$ cat src/rtl/stream_minmax_pkg.sv
// -----------------------------------------------------------------------------
// stream_minmax_pkg
//
// Shared types and constants for the windowed min/max reduction stage.
//   state_e : window FSM states (ACCUM collects samples, DONE holds a result)
//   DATA_W  : sample width
// -----------------------------------------------------------------------------
package stream_minmax_pkg;

  localparam int DATA_W = 8;

  typedef enum logic {
    ACCUM = 1'b0,
    DONE  = 1'b1
  } state_e;

endpackage : stream_minmax_pkg

$ cat src/rtl/minmax_cmp_2x8b.sv
// -----------------------------------------------------------------------------
// minmax_cmp_2x8b
//
// Combinational 2-input min/max of two DATA_W-bit values.
//
// Ports:
//   a  : operand A
//   b  : operand B
//   lo : smaller of a and b (b when equal)
//   hi : larger of a and b  (a when equal)
//
// Configuration:
//   STREAM_MINMAX_WINDOW_SIGNED_EN : when defined, operands are compared as
//   two's-complement signed values (8'h80 is the smallest). Otherwise the
//   compare is unsigned (8'h80 > 8'h7F).
// -----------------------------------------------------------------------------
module minmax_cmp_2x8b
  import stream_minmax_pkg::*;
(
  input  logic [DATA_W-1:0] a,
  input  logic [DATA_W-1:0] b,
  output logic [DATA_W-1:0] lo,
  output logic [DATA_W-1:0] hi
);

  logic a_lt_b;

`ifdef STREAM_MINMAX_WINDOW_SIGNED_EN
  assign a_lt_b = $signed(a) < $signed(b);
`else
  assign a_lt_b = a < b;
`endif

  // On a tie both selections return the same value, so the choice of which
  // operand wins is irrelevant to the result.
  assign lo = a_lt_b ? a : b;
  assign hi = a_lt_b ? b : a;

endmodule : minmax_cmp_2x8b

$ cat src/rtl/stream_minmax_window.sv
// -----------------------------------------------------------------------------
// stream_minmax_window
//
// Folds a val/rdy stream of DATA_W-bit samples into a running min/max and
// emits one result per window of NSAMPLES samples, or earlier on flush.
//
// Ports:
//   clk      : clock, rising edge
//   reset    : asynchronous active-low reset
//   in_val   : input sample valid
//   in_rdy   : block can accept a sample (high only in ACCUM, out of reset)
//   in_data  : input sample
//   flush    : close the current non-empty window early (ignored in DONE)
//   out_val  : window result valid (high only in DONE)
//   out_rdy  : consumer accepts the result
//   out_min  : window minimum
//   out_max  : window maximum
//   out_cnt  : samples in the window (running count while accumulating)
//
// Parameters:
//   NSAMPLES : samples per window, 2..255
//   CW       : counter width, derived
//
// Configuration:
//   STREAM_MINMAX_WINDOW_SIGNED_EN : signed compare (see minmax_cmp_2x8b).
// -----------------------------------------------------------------------------
module stream_minmax_window
  import stream_minmax_pkg::*;
#(
  parameter  int NSAMPLES = 4,
  localparam int CW       = $clog2(NSAMPLES + 1)
) (
  input  logic              clk,
  input  logic              reset,
  input  logic              in_val,
  output logic              in_rdy,
  input  logic [DATA_W-1:0] in_data,
  input  logic              flush,
  output logic              out_val,
  input  logic              out_rdy,
  output logic [DATA_W-1:0] out_min,
  output logic [DATA_W-1:0] out_max,
  output logic [CW-1:0]     out_cnt
);

  localparam logic [CW-1:0] CNT_FULL = CW'(NSAMPLES);

  state_e            state_q, state_d;
  logic [CW-1:0]     cnt_q,   cnt_d;
  logic [DATA_W-1:0] min_q,   min_d;
  logic [DATA_W-1:0] max_q,   max_d;

  logic              in_xfer;
  logic              out_xfer;
  logic [CW-1:0]     cnt_inc;
  logic [DATA_W-1:0] cmp_min;
  logic [DATA_W-1:0] cmp_max;
  logic              unused_min_hi;
  logic              unused_max_lo;

  // ---------------------------------------------------------------------------
  // Compare units: one folds the sample into the minimum, the other into the
  // maximum. Operand order makes an equal sample keep the stored value.
  // ---------------------------------------------------------------------------
  logic [DATA_W-1:0] min_hi_nc;
  logic [DATA_W-1:0] max_lo_nc;

  minmax_cmp_2x8b u_cmp_min (
    .a  (in_data),
    .b  (min_q),
    .lo (cmp_min),
    .hi (min_hi_nc)
  );

  minmax_cmp_2x8b u_cmp_max (
    .a  (max_q),
    .b  (in_data),
    .lo (max_lo_nc),
    .hi (cmp_max)
  );

  assign unused_min_hi = ^min_hi_nc;
  assign unused_max_lo = ^max_lo_nc;

  // ---------------------------------------------------------------------------
  // Handshakes. in_rdy/out_val depend only on state (and reset for in_rdy), so
  // there is no combinational path from in_val or out_rdy.
  // ---------------------------------------------------------------------------
  assign in_rdy   = reset && (state_q == ACCUM);
  assign out_val  = (state_q == DONE);
  assign in_xfer  = in_val && in_rdy;
  assign out_xfer = out_val && out_rdy;
  assign cnt_inc  = cnt_q + CW'(1);

  // ---------------------------------------------------------------------------
  // Next-state logic
  // ---------------------------------------------------------------------------
  always_comb begin
    // NOTE: every variable gets a default before any branch; a path that
    // leaves one unassigned would infer a latch.
    state_d = state_q;
    cnt_d   = cnt_q;
    min_d   = min_q;
    max_d   = max_q;

    unique case (state_q)
      ACCUM: begin
        if (in_xfer) begin
          cnt_d = cnt_inc;
          if (cnt_q == '0) begin
            // First sample of a window seeds both extremes.
            min_d = in_data;
            max_d = in_data;
          end else begin
            min_d = cmp_min;
            max_d = cmp_max;
          end
          // A flush in the same cycle includes this sample, then closes.
          if (cnt_inc == CNT_FULL || flush) begin
            state_d = DONE;
          end
        end else if (flush && cnt_q != '0) begin
          state_d = DONE;
        end
      end

      DONE: begin
        // Result registers hold through backpressure; flush has no effect.
        if (out_xfer) begin
          cnt_d   = '0;
          state_d = ACCUM;
        end
      end

      default: state_d = ACCUM;
    endcase
  end

  // ---------------------------------------------------------------------------
  // State registers
  // ---------------------------------------------------------------------------
  // NOTE: the min/max registers are reset too, so the result ports read a
  // defined 0 out of reset rather than whatever the flops powered up with.
  always_ff @(posedge clk or negedge reset) begin
    if (!reset) begin
      state_q <= ACCUM;
      cnt_q   <= '0;
      min_q   <= '0;
      max_q   <= '0;
    end else begin
      // NOTE: non-blocking assignments so every register samples the
      // pre-edge values regardless of statement order.
      state_q <= state_d;
      cnt_q   <= cnt_d;
      min_q   <= min_d;
      max_q   <= max_d;
    end
  end

  assign out_min = min_q;
  assign out_max = max_q;
  assign out_cnt = cnt_q;

endmodule : stream_minmax_window

$ cat config.mk
export PLATFORM = sky130hd
export DESIGN_NAME = stream_minmax_window
export DESIGN_NICKNAME = d
export VERILOG_FILES = /design/src/rtl/stream_minmax_pkg.sv /design/src/rtl/minmax_cmp_2x8b.sv /design/src/rtl/stream_minmax_window.sv
export SDC_FILE = /design/constraint.sdc
export NUM_CORES = 1
export LEC_CHECK = 0
export ABC_AREA = 1
export BUFFER_PORTS_ARGS = -buffer_cell sky130_fd_sc_hd__buf_2
export CAP_MARGIN = 5
export CORE_MARGIN = 2
export CORE_UTILIZATION = 56
export CTS_CLUSTER_DIAMETER = 30
export DETAILED_ROUTE_END_ITERATION = 8
export GPL_TIMING_DRIVEN = 0
export PLACE_DENSITY_LB_ADDON = 0.05
export SLEW_MARGIN = 20
export SYNTH_ARGS = -nofsm -noshare
export SYNTH_HDL_FRONTEND = slang
export SYNTH_SLANG_ARGS = --single-unit
$ cat constraint.sdc
create_clock -name clk -period 3 [get_ports clk]
set_clock_uncertainty 0.15 [all_clocks]
set_input_delay 0.75 -clock clk [delete_from_list [all_inputs] [get_ports clk]]
set_output_delay 0.75 -clock clk [all_outputs]
set_load 0.02 [all_outputs]
==> flow_metrics.env <==
export IMPL_r2r_end="out_max[7]"
export IMPL_p_leak_uw=0.000950
export IMPL_grt_pass1_vias=1089
export IMPL_num_rows=17
export IMPL_wl_per_cell_um=11.4
export IMPL_post_route_util=0.691
export IMPL_cp_end_kind="primary output"
export IMPL_tightest_slew_ps=472
export IMPL_hold_class="input pin to async pin"
export IMPL_timing_rr_start="out_max[5]"
export IMPL_grt_util_all_layers=0.228
export IMPL_yosysMostFrequentCell="nand2_1"
export IMPL_postRouteAntennaNets=0
export IMPL_synth_edf_count=0
export IMPL_post_cts_buffers=0
export IMPL_combPwrFrac=0.569
export IMPL_grt_setup_unrepaired="false"
export IMPL_status="complete, no violations"
export IMPL_crit_family="buffers and inverters"
export IMPL_drc_errors=0
export IMPL_dr_pass1_iters=4
export IMPL_ios=34
export IMPL_cts_clk_slew_worst_paths_ps=120
export IMPL_final_nets=234
export IMPL_swShare=0.492
export IMPL_insertedDiodeCount=0
export IMPL_cts_buffers=3
export IMPL_pwr_share_clk=0.093
export IMPL_die_width_um=52.0
export IMPL_synth_top_area_share=0.388
export IMPL_cap_violations=0
export IMPL_ir_drop_mv=0.556
export IMPL_critPathLaunchType="input pin"
export IMPL_yosys_most_used_dff="dfrtp_1"
export IMPL_critical_path_arrival_ps=1550
export IMPL_hpwlAfterDp_um=2070
export IMPL_htreeDepth=1
export IMPL_cp_common_cell="buf_2"
export IMPL_pwr_share_seq=0.339
export IMPL_relSlewSlack=0.685
export IMPL_setup_tns_ps=0
export IMPL_grt_max_degree=22
export IMPL_ys_top_cells_by_area="dfrtp_1 (39%), nand2_1 (17%), ha_1 (16%)"
export IMPL_fillers=198
export IMPL_period_minus_slack_ps=2450
export IMPL_synthArstFlopShare=1.00
export IMPL_tritoncts="built"
export IMPL_core_area_mm2=0.00219
export IMPL_cp_slowest_stage_delay_ps=390
export IMPL_root_buffer="clkbuf_4"
export IMPL_setup_viol=0
export IMPL_die_h_um=52.0
export IMPL_power_switching_uw=700
export IMPL_cts_resized=0
export IMPL_cp_max_fo=21
export IMPL_numClockSinks=20
export IMPL_synthCells=166
export IMPL_slew_viol_final=0
export IMPL_hold_viol=0
export IMPL_internal_power_uw=723
export IMPL_slowest_stage="buf_2"
export IMPL_r2r_slack_ps=1240
export IMPL_wl_um=2620
export IMPL_grt_antenna_before_repair=0
export IMPL_crit_required_ps=2100
export IMPL_ys_warn_count=0
export IMPL_multiInputGateArea_um2=671
export IMPL_yosys_top_cells_count="nand2_1 (59), inv_1 (22), dfrtp_1 (20), ha_1 (17), nand3_1 (17)"
export IMPL_drt_iter0_drc=14
export IMPL_finalCritPeriodShare=0.816
export IMPL_rr_worst_depth=9
export IMPL_criticalPathCategory="input pin to primary output"
export IMPL_p_per_area_mw_per_mm2=940
export IMPL_synth_top_cell_by_area="dfrtp_1"
export IMPL_cp_buffers_inverters=3
export IMPL_clk_latency_ps=310
export IMPL_clk_path_buf_depth=2
export IMPL_ys_types=19
export IMPL_area_growth_pct=17.2
export IMPL_drive_above_1_share=0.252
export IMPL_place_gp_congestion=0.724
export IMPL_regArea_um2=500
export IMPL_overflow=0
export IMPL_vias=1148
export IMPL_initial_utilization=0.589
export IMPL_dieArea_mm2=0.00271
export IMPL_syn_nets=196
export IMPL_synth_seq_cells=20
export IMPL_viasPerCell=4.99
export IMPL_grt_pass1_wl_um=4580
export IMPL_crit_chain="buf_2 -> inv_1 -> nor2_2 -> buf_2"
export IMPL_synthesis_area_mm2=0.00129
export IMPL_ys_seq_area_frac=0.388
export IMPL_syn_area_per_cell_um2=7.78
export IMPL_io_buffers=33
export IMPL_fmax_ghz=0.408
export IMPL_hold_buffers=0
==> logic make-up after synthesis <==
group | count (synthesis) | synth area share
simple gates | 90 | 0.311
fa+ha+maj | 17 | 0.165
flops | 20 | 0.388
compound gates | 9 | 0.0368
buf+inv | 29 | 0.0930
xor+xnor | 1 | 0.00678
==> final cells by class <==
type	count	share of cell area
inverter	27	0.0686
buffer	2	0.0107
timing repair buffer	33	0.109
sequential	20	0.331
tap	28	0.0231
multi-input combinational	117	0.443
clock buffer	3	0.0149
==> flip-flops by register name, indices dropped and copies added, names as in the netlist <==
| register | cells |
|---|---|
| out_max | 8 |
| out_min | 8 |
| out_cnt | 3 |
| out_val | 1 |
==> placed cells by master, fill, tap and decap left out <==
cell type	Yosys	routed
dfrtp_1	20	20
nand2_1	59	59
nand2_2	3	3
xor2_1	1	1
nand3_1	17	17
nor3_1	2	2
inv_1	22	22
inv_4	1	1
buf_2	1	34
nor2_1	4	4
nand2_4	4	4
clkbuf_4	0	3
buf_6	1	1
nor2_2	1	1
o21a_1	1	1
o21ai_1	3	3
a21oi_1	4	4
o21ai_0	1	1
inv_2	4	4
ha_1	17	17
==> power groups by stage <==
| stage | combinational [µW] | sequential [µW] | clock, µW |
|---|---|---|---|
| 6_report | 809 | 482 | 132 |
| 2_1_floorplan | 432 | 627 | 0 |
| 3_5_place_dp | 816 | 488 | 0 |
| 4_1_cts | 821 | 482 | 131 |
| 5_1_grt | 917 | 499 | 145 |
| 3_3_place_gp | 787 | 478 | 0 |
==> through the flow <==
stage / total power [µW] / setup WS [ps] / cells / area (µm²) / hold WS, ps
after CTS: 1430 / 522 / 230 / 1510 / 249
after detailed placement: 1300 / 517 / 227 / 1490 / 329
final: 1420 / 551 / 230 / 1510 / 227
after floorplan: 1060 / 1010 / 166 / 1290 / 304
after global routing: 1560 / 390 / 230 / 1510 / 261
after global placement: 1270 / 549 / 227 / 1490 / 322
==> worst max-delay path by stage <==
stage / slack (ps) / to / start / depth (start not counted)
after global routing: 390 / in_rdy / reset / 4
final: 550 / in_rdy / reset / 4
after floorplan: 1010 / out_max[1] / in_data[5] / 10
after detailed placement: 520 / in_rdy / reset / 4
after global placement: 550 / in_rdy / reset / 4
after CTS: 520 / in_rdy / reset / 4
==> per-layer routing <==
metal,vias up,wire [µm],share of wire,GRT usage
met1,532,1250,0.48,0.294
met3,5,71,0.027,0.0287
met4,0,40,0.015,0.0789
li1,592,-,-,-
met2,19,1260,0.48,0.392
met5,-,0,0,0
Note: power is estimated with default switching activity, not from simulation.
